### src/rtl/regfile_pkg.sv
// Shared register-file constants and the buffered-writeback entry type.
package regfile_pkg;

    localparam int unsigned REG_ADDR_W = 5;
    localparam int unsigned REG_DATA_W = 32;
    localparam logic [REG_ADDR_W-1:0] ZERO_REG = 5'd0;

    typedef struct packed {
        logic                  live;
        logic [REG_ADDR_W-1:0] addr;
        logic [REG_DATA_W-1:0] data;
    } wb_entry_t;

endpackage

### src/rtl/regfile_wb_fifo.sv
// Entry storage for the regfile write buffer: FIFO pointers, occupancy, kill-by-address
// and youngest-live-match lookup (lookup built only when REGFILE_WB_BYPASS_EN is defined).
module regfile_wb_fifo
    import regfile_pkg::*;
#(
    parameter int unsigned DEPTH  = 4,
    parameter int unsigned DATA_W = REG_DATA_W,
    parameter int unsigned ADDR_W = REG_ADDR_W
) (
    input  logic                     clk_i,
    input  logic                     rst_ni,
    input  logic                     push_i,
    input  logic [ADDR_W-1:0]        push_addr_i,
    input  logic [DATA_W-1:0]        push_data_i,
    input  logic                     pop_i,
    input  logic                     kill_i,
    input  logic [ADDR_W-1:0]        kill_addr_i,
    input  logic [ADDR_W-1:0]        lookup_addr1_i,
    input  logic [ADDR_W-1:0]        lookup_addr2_i,
    output logic                     full_o,
    output logic                     empty_o,
    output logic                     head_live_o,
    output logic [ADDR_W-1:0]        head_addr_o,
    output logic [DATA_W-1:0]        head_data_o,
    output logic [$clog2(DEPTH):0]   count_o,
    output logic                     hit1_o,
    output logic [DATA_W-1:0]        data1_o,
    output logic                     hit2_o,
    output logic [DATA_W-1:0]        data2_o
);

    localparam int unsigned PTR_W = $clog2(DEPTH);
    localparam int unsigned CNT_W = PTR_W + 1;

    logic [DEPTH-1:0]  live_q, live_d;
    logic [ADDR_W-1:0] addr_q [DEPTH];
    logic [ADDR_W-1:0] addr_d [DEPTH];
    logic [DATA_W-1:0] data_q [DEPTH];
    logic [DATA_W-1:0] data_d [DEPTH];
    logic [PTR_W-1:0]  wr_ptr_q, wr_ptr_d;
    logic [PTR_W-1:0]  rd_ptr_q, rd_ptr_d;
    logic [CNT_W-1:0]  count_q, count_d;

    assign full_o      = (count_q == CNT_W'(DEPTH));
    assign empty_o     = (count_q == '0);
    assign head_live_o = live_q[rd_ptr_q];
    assign head_addr_o = addr_q[rd_ptr_q];
    assign head_data_o = data_q[rd_ptr_q];
    assign count_o     = count_q;

    // Kill is applied before the push so an entry written on the killing edge survives.
    always_comb begin
        live_d   = live_q;
        addr_d   = addr_q;
        data_d   = data_q;
        wr_ptr_d = wr_ptr_q;
        rd_ptr_d = rd_ptr_q;
        if (kill_i) begin
            for (int unsigned i = 0; i < DEPTH; i++) begin
                if (addr_q[i] == kill_addr_i) live_d[i] = 1'b0;
            end
        end
        if (pop_i) begin
            live_d[rd_ptr_q] = 1'b0;
            rd_ptr_d         = rd_ptr_q + 1'b1;
        end
        if (push_i) begin
            live_d[wr_ptr_q] = 1'b1;
            addr_d[wr_ptr_q] = push_addr_i;
            data_d[wr_ptr_q] = push_data_i;
            wr_ptr_d         = wr_ptr_q + 1'b1;
        end
        count_d = count_q + CNT_W'(push_i) - CNT_W'(pop_i);
    end

    always_ff @(posedge clk_i or negedge rst_ni) begin
        if (!rst_ni) begin
            live_q   <= '0;
            wr_ptr_q <= '0;
            rd_ptr_q <= '0;
            count_q  <= '0;
            for (int unsigned i = 0; i < DEPTH; i++) begin
                addr_q[i] <= '0;
                data_q[i] <= '0;
            end
        end else begin
            live_q   <= live_d;
            addr_q   <= addr_d;
            data_q   <= data_d;
            wr_ptr_q <= wr_ptr_d;
            rd_ptr_q <= rd_ptr_d;
            count_q  <= count_d;
        end
    end

`ifdef REGFILE_WB_BYPASS_EN
    // Scan oldest to youngest so the last match wins.
    always_comb begin
        logic [PTR_W-1:0] idx;
        idx     = '0;
        hit1_o  = 1'b0;
        data1_o = '0;
        hit2_o  = 1'b0;
        data2_o = '0;
        for (int unsigned k = 0; k < DEPTH; k++) begin
            idx = rd_ptr_q + PTR_W'(k);
            if ((CNT_W'(k) < count_q) && live_q[idx]) begin
                if ((lookup_addr1_i != '0) && (addr_q[idx] == lookup_addr1_i)) begin
                    hit1_o  = 1'b1;
                    data1_o = data_q[idx];
                end
                if ((lookup_addr2_i != '0) && (addr_q[idx] == lookup_addr2_i)) begin
                    hit2_o  = 1'b1;
                    data2_o = data_q[idx];
                end
            end
        end
    end
`else
    logic unused_lookup;
    assign unused_lookup = ^{lookup_addr1_i, lookup_addr2_i};
    assign hit1_o  = 1'b0;
    assign data1_o = '0;
    assign hit2_o  = 1'b0;
    assign data2_o = '0;
`endif

endmodule

### src/rtl/regfile_write_buffer.sv
// Write-side buffer merging pipeline writeback with queued long-latency writes.
// Optional decode bypass of pending entries: define REGFILE_WB_BYPASS_EN.
module regfile_write_buffer
    import regfile_pkg::*;
#(
    parameter int unsigned DEPTH  = 4,
    parameter int unsigned DATA_W = REG_DATA_W,
    parameter int unsigned ADDR_W = REG_ADDR_W
) (
    input  logic                   Clk,
    input  logic                   Rst_n,
    input  logic                   PipeRegWrite,
    input  logic [ADDR_W-1:0]      PipeWriteRegister,
    input  logic [DATA_W-1:0]      PipeWriteData,
    input  logic                   EnqValid,
    output logic                   EnqReady,
    input  logic [ADDR_W-1:0]      EnqRegister,
    input  logic [DATA_W-1:0]      EnqData,
    output logic                   RegWrite,
    output logic [ADDR_W-1:0]      WriteRegister,
    output logic [DATA_W-1:0]      WriteData,
    input  logic [ADDR_W-1:0]      LookupRegister1,
    input  logic [ADDR_W-1:0]      LookupRegister2,
    output logic                   LookupHit1,
    output logic                   LookupHit2,
    output logic [DATA_W-1:0]      LookupData1,
    output logic [DATA_W-1:0]      LookupData2,
    output logic [$clog2(DEPTH):0] Count
);

    logic              full, empty, push, pop, kill;
    logic              head_live;
    logic [ADDR_W-1:0] head_addr;
    logic [DATA_W-1:0] head_data;
    logic              reg_write_d;

    assign EnqReady = !full;
    // $0 requests complete the handshake but are never stored.
    assign push = EnqValid && !full && (EnqRegister != ADDR_W'(ZERO_REG));
    assign pop  = !PipeRegWrite && !empty;
    assign kill = PipeRegWrite && (PipeWriteRegister != ADDR_W'(ZERO_REG));

    regfile_wb_fifo #(
        .DEPTH  (DEPTH),
        .DATA_W (DATA_W),
        .ADDR_W (ADDR_W)
    ) u_fifo (
        .clk_i          (Clk),
        .rst_ni         (Rst_n),
        .push_i         (push),
        .push_addr_i    (EnqRegister),
        .push_data_i    (EnqData),
        .pop_i          (pop),
        .kill_i         (kill),
        .kill_addr_i    (PipeWriteRegister),
        .lookup_addr1_i (LookupRegister1),
        .lookup_addr2_i (LookupRegister2),
        .full_o         (full),
        .empty_o        (empty),
        .head_live_o    (head_live),
        .head_addr_o    (head_addr),
        .head_data_o    (head_data),
        .count_o        (Count),
        .hit1_o         (LookupHit1),
        .data1_o        (LookupData1),
        .hit2_o         (LookupHit2),
        .data2_o        (LookupData2)
    );

    always_comb begin
        reg_write_d   = 1'b0;
        WriteRegister = '0;
        WriteData     = '0;
        if (PipeRegWrite) begin
            reg_write_d   = 1'b1;
            WriteRegister = PipeWriteRegister;
            WriteData     = PipeWriteData;
        end else if (!empty && head_live) begin
            reg_write_d   = 1'b1;
            WriteRegister = head_addr;
            WriteData     = head_data;
        end
    end

    assign RegWrite = reg_write_d && Rst_n;

endmodule

### config.mk
export PLATFORM = sky130hd
export DESIGN_NAME = regfile_write_buffer
export DESIGN_NICKNAME = d
export VERILOG_FILES = /design/src/rtl/regfile_pkg.sv /design/src/rtl/regfile_wb_fifo.sv /design/src/rtl/regfile_write_buffer.sv
export SDC_FILE = /design/constraint.sdc
export NUM_CORES = 1
export LEC_CHECK = 0
export CAP_MARGIN = 20
export CELL_PAD_IN_SITES_DETAIL_PLACEMENT = 0
export CELL_PAD_IN_SITES_GLOBAL_PLACEMENT = 2
export CORE_MARGIN = 1.5
export CORE_UTILIZATION = 35
export DETAILED_ROUTE_END_ITERATION = 8
export HOLD_SLACK_MARGIN = 0.06
export PLACE_DENSITY_LB_ADDON = 0.1
export SLEW_MARGIN = 0
export SYNTH_ARGS = -nofsm -noshare
export SYNTH_HDL_FRONTEND = slang
export SYNTH_SLANG_ARGS = --single-unit
### constraint.sdc
create_clock -name Clk -period 3 [get_ports Clk]
set_clock_uncertainty 0.15 [all_clocks]
set_input_delay 0.75 -clock Clk [delete_from_list [all_inputs] [get_ports Clk]]
set_output_delay 0.75 -clock Clk [all_outputs]
set_load 0.01 [all_outputs]
# [Word level (Yosys, flattened, before mapping)]
# Cells that the tools add are included.
[totals] regBits=159 input_bits=88 word_cells=79
[classes] add_sub_neg=4 order_cmp=7 n_eq_ne=5 n_mux=31 bitwise_logic=5 n_reduce_logical=15
[ops] operator="$mux 32" count=5
[ops] operator="$bwmux 128" count=1
[ops] operator="$bmux 32 s2" count=1
[ops] operator="$demux 32 s2" count=1
[ops] operator="$mux 5" count=5
[ops] operator="$bwmux 20" count=1
[ops] operator="$eq 5x5->1" count=4
[ops] operator="$mux 4" count=3
[ops] operator="$bmux 5 s2" count=1
[ops] operator="$demux 5 s2" count=1
[ops] operator="$reduce_bool 5->1" count=2
[ops] operator="$logic_and 1x1->1" count=9
[ops] operator="$mux 1" count=9
[ops] operator="$ge 3x3->1 const B" count=2
[ops] operator="$lt 2x3->1 const B" count=2
[ops] operator="$not 2->3" count=2
[ops] operator="$add 2x1->2 const B" count=2
[ops] operator="$and 4x4->4" count=1
[ops] operator="$demux 1 s2" count=2
[ops] operator="$ge 2x1->1 const B" count=2
[ops] operator="$not 4->4" count=1
[ops] operator="$or 4x4->4" count=1
[ops] operator="$add 3x1->3" count=1
[ops] operator="$eq 3x3->1 const B" count=1
[ops] operator="5 further kinds" count=7

# [Longest topological paths before layout]
# Gate-level depths: netlist of the first run.
[depth] depth_word=9 mapped_depth=8

# [Modules after synthesis]
# A second synthesis of the first run with hierarchy kept.
[unflattened] cells_unflattened=563 area_unflattened_um2=8368.0
[modules_own_cells] module="regfile_wb_fifo" n_inst=1 cells_per_inst=509 area_per_inst_um2=7912.6
[modules_own_cells] module="regfile_write_buffer" n_inst=1 cells_per_inst=54 area_per_inst_um2=455.4

# [Worst setup path before layout of the first run]
# No wires, ideal clock.
[synth_path] path_type="flip-flop to output port" from="reg u_fifo.rd_ptr_q[0]" to="out WriteData[16]" t_arrival_ps=1690 slack_ps=410 path_stages_with_launch=5 path_buffers=2 path_cell_list="dfrtp_1 -> buf_4 -> buf_2 -> mux4_2 -> a22o_1"
[synth_via] elab_chain_len=6
[synth_lines] element="start, declared" line_no="regfile_wb_fifo.sv:41" rtl="logic [PTR_W-1:0] rd_ptr_q, rd_ptr_d;"
[synth_lines] element="start signal, assigned" line_no="regfile_wb_fifo.sv:91" rtl="rd_ptr_q <= rd_ptr_d;"
[synth_lines] element="$not 2->3 (implied by the code)" line_no="regfile_wb_fifo.sv:48" rtl="assign head_data_o = data_q[rd_ptr_q];"
[synth_lines] element="$bmux 32 s2" line_no="regfile_wb_fifo.sv:48"
[synth_lines] element="$mux 32 (implied by the code) (2 in a row)" line_no="regfile_wb_fifo.sv:48"
[synth_lines] element="$mux 32 *" line_no="regfile_write_buffer.sv:78" rtl="end else if (!empty && head_live) begin"
[synth_lines] element="$mux 32 *" line_no="regfile_write_buffer.sv:74" rtl="if (PipeRegWrite) begin"
[synth_lines] element="end, declared" line_no="regfile_write_buffer.sv:21" rtl="output logic [DATA_W-1:0] WriteData,"
# Every way passes the cells marked *; elsewhere a longest branch is shown, timed or not. The select of a mux whose other input is x is not followed.

# [Worst setup path in the final report of the first run]
[layout_path] from="reg u_fifo.rd_ptr_q[0]" to="out WriteData[13]"
# Same word-level chain as after synthesis.

==> results of run 1 <==
-- path summary, 6_finish.rpt --
path,from,endpoint,slack [ns],depth (start not counted)
min,Rst_n,u_fifo.count_o[2],0.33,2
max,u_fifo.rd_ptr_q[0],WriteData[13],-0.03,5
min in group Clk,u_fifo.data_q[49],u_fifo.data_q[49],0.35,1
min reg2reg,u_fifo.data_q[49],u_fifo.data_q[49],0.35,1
max in group asynchronous,Rst_n,u_fifo.rd_ptr_q[0],1.67,2
max reg2reg,u_fifo.count_o[2],u_fifo.count_o[2],0.53,10
-- layer usage --
| metal | vias up | share of wire [%] |
|---|---|---|
| li1 | 2216 | - |
| met2 | 125 | 48 |
| met4 | 0 | 1.7 |
| met1 | 2525 | 47 |
| met5 | - | 0 |
| met3 | 24 | 3.5 |
-- power by group through the flow --
stage          logic [W]  clock network, W  registers (W)
6_report         0.00507           0.00233        0.00393
5_1_grt          0.00550           0.00248        0.00406
4_1_cts          0.00510           0.00239        0.00393
3_5_place_dp     0.00527                 0        0.00395
3_3_place_gp     0.00519                 0        0.00386
2_1_floorplan    0.00390                 0        0.00374
-- layout make-up --
type,instances,area [um^2]
Sequential cell,159,3980
Multi-Input combinational cell,359,3980
Tap cell,324,405
Inverter,10,37.5
Clock buffer,20,467
Antenna cell,1,2.50
Clock inverter,12,169
Fill cell,2233,13700
Timing Repair Buffer,164,1530
-- state kept, by name, summed over array words and instances (netlist names) --
signal / flops
u_fifo.addr_q: 20
u_fifo.data_q: 128
u_fifo.count_o: 3
u_fifo.rd_ptr_q: 2
u_fifo.wr_ptr_q: 2
u_fifo.live_q: 4
-- kinds of logic (layout without fill, tap and decap cells) --
group	after synthesis	count (layout)	share of synthesized area [%]
adders and majority gates	11	11	1.68
and+or+nand+nor	26	26	1.92
xor gates and xnor gates	24	24	2.44
DFF	159	159	46.2
muxes	186	186	32.6
other	1	67	0.0435
buffers and inverters	113	206	10.5
AOI/OAI and AO/OA	46	46	4.66
-- timing repair --
action,CTS,global route
setup buffers,0,2
pin swaps,1,1
resized for setup,144,5
gates cloned,0,1
setup endpoints to repair,38,37
hold buffers,0,0
-- metrics by stage --
step                util [%]  setup TNS, ns  cell area (um^2)
finish                  43.6         -0.375             10600
global route            43.6          -2.61             10600
CTS                     43.4         -0.785             10500
detailed placement      41.5       -0.00289             10100
global placement        41.5              0             10100
floorplan                  -              0              8860
-- critical path, stage by stage (launching register included) --
cell	delay, ns
sky130_fd_sc_hd__dfrtp_4	0.45
sky130_fd_sc_hd__mux4_2	0.55
sky130_fd_sc_hd__and2_4	0.21
sky130_fd_sc_hd__buf_12	0.15
sky130_fd_sc_hd__a22o_1	0.19
sky130_fd_sc_hd__buf_2	0.13
-- Yosys cell counts (all sizes together) (5+ instances only) --
| library cell | instances | area share [%] |
|---|---|---|
| or4 | 5 | 0.44 |
| a22o | 37 | 3.8 |
| dfrtp | 159 | 46 |
| mux2 | 148 | 23 |
| buf | 98 | 9.8 |
| and2 | 5 | 0.48 |
| xnor2 | 15 | 1.5 |
| xor2 | 9 | 0.92 |
| mux4 | 38 | 9.9 |
| clkbuf | 5 | 0.22 |
| ha | 10 | 1.5 |
| nand2 | 6 | 0.26 |
| inv | 10 | 0.44 |
==> impl_summary.log, run 1 <==
[metrics] DR vias: 4890
[metrics] CTS Buf Count: 17
[metrics] clock transition at the registers of the reported paths: roughly 0.07 ns
[metrics] post-synthesis cell type count: 31
[metrics] fraction of final layout cells with drive strength greater than 1: between 40 and 50%
[metrics] total track usage: approximately 15%
[metrics] number of global-route vias before repair: 5300
[metrics] first-iteration detailed-routing DRC count: approximately 150
[metrics] number of enable-type register cells in the synthesized netlist: 0
[metrics] timing-limited maximum frequency: 330 MHz
[metrics] Setup Crit Path Kind: reg -> out
[metrics] estimated wirelength of the detail-placed design: 12.9 mm
[metrics] Post-Synthesis Cell Area: approximately 8600 um^2
[metrics] cell-internal power: 0.00782 W
[metrics] Worst Path Arrival: ~2.1 ns
[metrics] Std-Cell Core Area: 24200 um^2
[metrics] number of cells in the finished layout apart from fillers: 1049
[metrics] slew at the pin with the worst max-slew slack: 0.872 ns
[metrics] clk sink count: roughly 160
[metrics] synthesized flop and latch total: 159
[metrics] setup repair after global routing missed its margin: yes
[metrics] Worst VDD drop: around 400 uV
[metrics] static power due to leakage: ~4.6 nW
[metrics] # H-tree levels: 4
[metrics] outcome: finished, violations left
[metrics] total placed cells including tap cells: 1013
[metrics] CTS Buffer Depth: 2
[metrics] Post-route DRC: 0
[metrics] highest-count cells in the layout ignoring fill and taps: sky130_fd_sc_hd__dfrtp_1, sky130_fd_sc_hd__clkdlybuf4s50_1, sky130_fd_sc_hd__mux2_4, sky130_fd_sc_hd__mux2_2, sky130_fd_sc_hd__conb_1
[metrics] register area share after synthesis: ~46%
[metrics] placer congestion estimate: ~0.70
[metrics] share of power burned in combinational logic: about 45%
[metrics] synthesized instance count: roughly 570
[metrics] CTS tree: done
[metrics] global-route wire length before repair: just over 30 mm
[metrics] switching fraction of total power: between 30% and 40%
[metrics] total power density per cell area: roughly 1100 nW/um^2
[metrics] final routed wire length divided by cell count: between 15 and 20 um
[metrics] sequential group share of total power: 34.7%
[metrics] total grt overflow: 0
[metrics] overall die height: 160 um
[metrics] average vias per placed instance: about 4.7
[metrics] Post-layout nets: 810
[metrics] First-pass DRT Iterations: 4
[metrics] count of yosys warnings during synthesis: 0
[metrics] count of buffers inserted at the top-level ports: 119
[metrics] I/O pin count: slightly below 200
[metrics] Primary FF master, synth: sky130_fd_sc_hd__dfrtp_1
[metrics] DIE WIDTH: roughly 160 um
[metrics] post-route fraction of the period consumed by the critical path: 101%
[metrics] initial antenna violation count: 0
[metrics] Worst Slack Setup Final: -0.0320 ns
[metrics] fraction of met2 tracks used by global routing: about a quarter
[metrics] Die Outline Area: about 26000 um^2
[metrics] Area Overhead vs Synth: 22.7%
[metrics] count of pins over their slew limit: 0
[metrics] clock latency at the later pin of the worst-skew pair: 0.43 ns
[metrics] Hold Vio Cnt, Final: 0
[metrics] most common library cell in the layout ignoring fill and taps: sky130_fd_sc_hd__dfrtp_1
[metrics] worst path required time: around 2.1 ns
[metrics] proportion of register bits with asynchronous set or reset after synthesis: 100%
[metrics] site row count: 57
[metrics] classification of the worst-slack hold path: in -> async
[metrics] routing layer with the top usage in global route: met2
[metrics] relative contribution of the clock network to total power: about 20%
[metrics] Relative slew margins: about two fifths
[metrics] sum of internal, switching and leakage power: ~0.011 W
[metrics] Worst setup EP type: output port
[metrics] buffer cell driving the clock tree root: sky130_fd_sc_hd__clkbuf_16
[metrics] routing usage on met1: a little over a fifth
[metrics] pin count of the biggest net entering global routing: 160
[metrics] initial core utilization: approximately 36%
[metrics] final period demand of the worst path: 3.03 ns
[metrics] total detailed-routing wirelength: approximately 19 mm
[metrics] CP Max Fanout: 22
[metrics] fraction of met3 tracks used by global routing: around 3.4%
[metrics] Max-Cap Viols: 0
[metrics] final setup violation count: 20
[metrics] mean cell area of the mapped netlist: 15.2 um^2
[metrics] Post-DRT Antenna Nets: 0
[metrics] total net switching power: 0.00351 W
[metrics] worst setup slack before clock tree synthesis: -0.00289 ns
[metrics] CP startpoint kind: flop
[metrics] minimum hold slack: 0.325 ns
[metrics] violated checks: setup timing
(Power assumes the default switching activity.)
==> run 2, diff against run 1 <==
--- a/config.mk
+++ b/config.mk
@@ -13,7 +13,6 @@
 export DETAILED_ROUTE_END_ITERATION = 8
 export HOLD_SLACK_MARGIN = 0.06
 export PLACE_DENSITY_LB_ADDON = 0.1
-export SLEW_MARGIN = 0
 export SYNTH_ARGS = -nofsm -noshare
 export SYNTH_HDL_FRONTEND = slang
 export SYNTH_SLANG_ARGS = --single-unit
==> results of run 2 <==
Final layout, timing and power as in run 1 (identical DEF).
==> run 3, diff against run 2 <==
--- a/config.mk
+++ b/config.mk
@@ -8,7 +8,7 @@
 export CAP_MARGIN = 20
 export CELL_PAD_IN_SITES_DETAIL_PLACEMENT = 0
 export CELL_PAD_IN_SITES_GLOBAL_PLACEMENT = 2
-export CORE_MARGIN = 1.5
+export CORE_MARGIN = 2
 export CORE_UTILIZATION = 35
 export DETAILED_ROUTE_END_ITERATION = 8
 export HOLD_SLACK_MARGIN = 0.06
==> constraint.sdc (replaced) <==
create_clock -name Clk -period 3.2 [get_ports Clk]
set_clock_uncertainty 0.15 [all_clocks]
set_input_delay 0.8 -clock Clk [delete_from_list [all_inputs] [get_ports Clk]]
set_output_delay 0.8 -clock Clk [all_outputs]
set_load 0.01 [all_outputs]
==> impl_summary.log, run 3 (same netlist as run 1, synthesis figures left out) <==
[metrics] initial antenna violation count: 1 (+1)
[metrics] Max-Cap Viols: 0 (unchanged)
[metrics] classification of the worst-slack hold path: in -> async
[metrics] Worst VDD drop: 373 uV (-7.1%)
[metrics] worst path required time: 2.25 ns (+0.15 ns)
[metrics] number of global-route vias before repair: 5333 (+0.62%)
[metrics] timing-limited maximum frequency: roughly 320 MHz
[metrics] most common library cell in the layout ignoring fill and taps: sky130_fd_sc_hd__dfrtp_1
[metrics] CP startpoint kind: flop
[metrics] CTS Buf Count: 17 (unchanged)
[metrics] overall die height: 161 um (+0.63%)
[metrics] DR vias: 4824 (-1.3%)
[metrics] clock latency at the later pin of the worst-skew pair: 0.42 ns (about the same)
[metrics] fraction of met2 tracks used by global routing: 25.1% (+0.49 points)
[metrics] initial core utilization: 35.5% (unchanged)
[metrics] number of cells in the finished layout apart from fillers: 1035 (-1.3%)
[metrics] count of buffers inserted at the top-level ports: 119 (unchanged)
[metrics] Hold Vio Cnt, Final: 0 (unchanged)
[metrics] CP Max Fanout: 17 (-23%)
[metrics] sum of internal, switching and leakage power: 0.0104 W (-7.8%)
[metrics] final routed wire length divided by cell count: 18.3 um (+0.39%)
[metrics] relative contribution of the clock network to total power: 19.9% (-0.7 points)
[metrics] highest-count cells in the layout ignoring fill and taps: sky130_fd_sc_hd__dfrtp_1, sky130_fd_sc_hd__clkdlybuf4s50_1, sky130_fd_sc_hd__mux2_4, sky130_fd_sc_hd__mux2_2, sky130_fd_sc_hd__conb_1
[metrics] average vias per placed instance: 4.66 (about the same)
[metrics] CTS tree: done
[metrics] DIE WIDTH: 161 um (+0.63%)
[metrics] clock transition at the registers of the reported paths: 0.07 ns (about the same)
[metrics] clk sink count: 159 (unchanged)
[metrics] # H-tree levels: 4 (unchanged)
[metrics] I/O pin count: 196 (unchanged)
[metrics] total net switching power: 0.00328 W (-6.6%)
[metrics] buffer cell driving the clock tree root: sky130_fd_sc_hd__clkbuf_16
[metrics] placer congestion estimate: 0.714 (+1.6%)
[metrics] biggest registers after layout: u_fifo.data_q (128), u_fifo.addr_q (20), u_fifo.live_q (4)
[metrics] count of pins over their slew limit: 0 (unchanged)
[metrics] Post-route DRC: 0 (unchanged)
[metrics] Std-Cell Core Area: 24200 um^2 (unchanged)
[metrics] minimum hold slack: 0.348 ns (+0.0233 ns)
[metrics] total track usage: 15.2% (-0.29 points)
[metrics] global-route wire length before repair: 30.1 mm (-0.39%)
[metrics] Worst Path Arrival: 2.19 ns (+0.06 ns)
[metrics] sequential group share of total power: 35.3% (+0.6 points)
[metrics] Die Outline Area: 25900 um^2 (+1.3%)
[metrics] pin count of the biggest net entering global routing: 160 (unchanged)
[metrics] total detailed-routing wirelength: 18.9 mm (-0.95%)
[metrics] total power density per cell area: 992 nW/um^2 (-7.5%)
[metrics] switching fraction of total power: 31.4% (+0.41 points)
[metrics] setup repair after global routing missed its margin: yes
[metrics] max FFs per register: 128 (unchanged)
[metrics] routing usage on met1: 20.3% (-0.73 points)
[metrics] antenna diode instance count: 0 (-1)
[metrics] fraction of met3 tracks used by global routing: 3.85% (+0.42 points)
[metrics] static power due to leakage: 4.55 nW (-1.9%)
[metrics] final setup violation count: 0 (-100%)
[metrics] final period demand of the worst path: approximately 3.1 ns
[metrics] Worst setup EP type: output port
[metrics] Post-layout nets: 797 (-1.6%)
[metrics] site row count: 57 (unchanged)
[metrics] Area Overhead vs Synth: 22.2%
[metrics] cell-internal power: 0.00717 W (-8.4%)
[metrics] total placed cells including tap cells: 1003 (-0.99%)
[metrics] Post-DRT Antenna Nets: 0 (unchanged)
[metrics] register with the highest flop count: u_fifo.data_q
[metrics] outcome: completed
[metrics] slew at the pin with the worst max-slew slack: 0.918 ns (+0.0461 ns)
[metrics] Relative slew margins: 38.8% (-3.1 points)
[metrics] CTS Buffer Depth: 2 (unchanged)
[metrics] Setup Crit Path Kind: reg -> out
[metrics] total grt overflow: 0 (unchanged)
[metrics] share of power burned in combinational logic: 44.8% (about the same)
[metrics] first-iteration detailed-routing DRC count: 167 (+14%)
[metrics] estimated wirelength of the detail-placed design: 12.7 mm (-1.6%)
[metrics] fraction of final layout cells with drive strength greater than 1: 40.8% (-3.0 points)
[metrics] post-route fraction of the period consumed by the critical path: between 90% and 100%
[metrics] routing layer with the top usage in global route: met2
[metrics] First-pass DRT Iterations: 4 (unchanged)
-- run 3: cell count changes in the layout (fill, tap and decap cells not counted), sizes merged --
cell / previous run / this run
clkdlybuf4s15: 0 / 15
clkinvlp: 0 / 1
clkbuf: 23 / 40
clkinv: 3 / 2
diode: 1 / 0
inv: 16 / 19
bufinv: 3 / 2
buf: 81 / 34
-- run 3: cell type report --
type	instances	area [um^2]
inverters	10	37.5
clock buffers	18	439
well taps	324	405
fillers	2275	13700
multi-input cells	359	3990
flip-flops and latches	159	3980
clock inverters	14	168
repair buffers	151	1510
-- run 3: stage by stage --
| step | setup TNS, ns | worst slack [ns] | area (um^2) | utilization (%) |
|---|---|---|---|---|
| after detailed placement | 0 | 0.127 | 10000 | 41.3 |
| after global placement | 0 | 0.150 | 10000 | 41.3 |
| final | 0 | 0.0552 | 10500 | 43.4 |
| after floorplan | 0 | 0.520 | 8860 | - |
| after global routing | -0.00798 | -0.00798 | 10500 | 43.4 |
| after CTS | 0 | 0.0119 | 10600 | 43.9 |
-- run 3: worst paths after layout --
kind | start | cells past startpoint | slack, ns | end
setup / recovery | u_fifo.rd_ptr_q[0] | 5 | 0.06 | WriteData[5]
hold / removal | Rst_n | 2 | 0.35 | u_fifo.count_o[0]
setup reg to reg | u_fifo.count_o[2] | 9 | 0.73 | u_fifo.count_o[2]
hold reg to reg | u_fifo.data_q[0] | 1 | 0.35 | u_fifo.data_q[0]
max in group asynchronous | Rst_n | 2 | 1.81 | u_fifo.rd_ptr_q[0]
min in group Clk | u_fifo.data_q[0] | 1 | 0.35 | u_fifo.data_q[0]
-- run 3: what timing repair did --
item	4_1_cts	5_1_grt
endpoints found under the setup margin	38	37
hold buffers	0	0
pin swaps	1	0
gates resized for setup	78	23
setup buffers	0	0
cloned	0	0
-- run 3: metal layers --
metal,vias to the layer above,part of all wire [%],wire [um]
met5,-,0.069,13
met4,2,0.75,142
met3,11,3.9,738
met2,125,49,9350
met1,2494,46,8650
li1,2192,-,-
-- run 3: power groups by stage --
stage / sequential (W) / combinational (W) / clock [W]
3_3_place_gp: 0.00364 / 0.00482 / 0
4_1_cts: 0.00368 / 0.00483 / 0.00217
6_report: 0.00368 / 0.00467 / 0.00208
5_1_grt: 0.00381 / 0.00505 / 0.00225
2_1_floorplan: 0.00350 / 0.00365 / 0
3_5_place_dp: 0.00371 / 0.00488 / 0
-- run 3: critical path: stages, from the launching register on --
cell	delay [ns]
sky130_fd_sc_hd__dfrtp_4	0.45
sky130_fd_sc_hd__mux4_2	0.56
sky130_fd_sc_hd__and2_4	0.19
sky130_fd_sc_hd__buf_12	0.15
sky130_fd_sc_hd__a22o_1	0.18
sky130_fd_sc_hd__clkdlybuf4s15_1	0.23
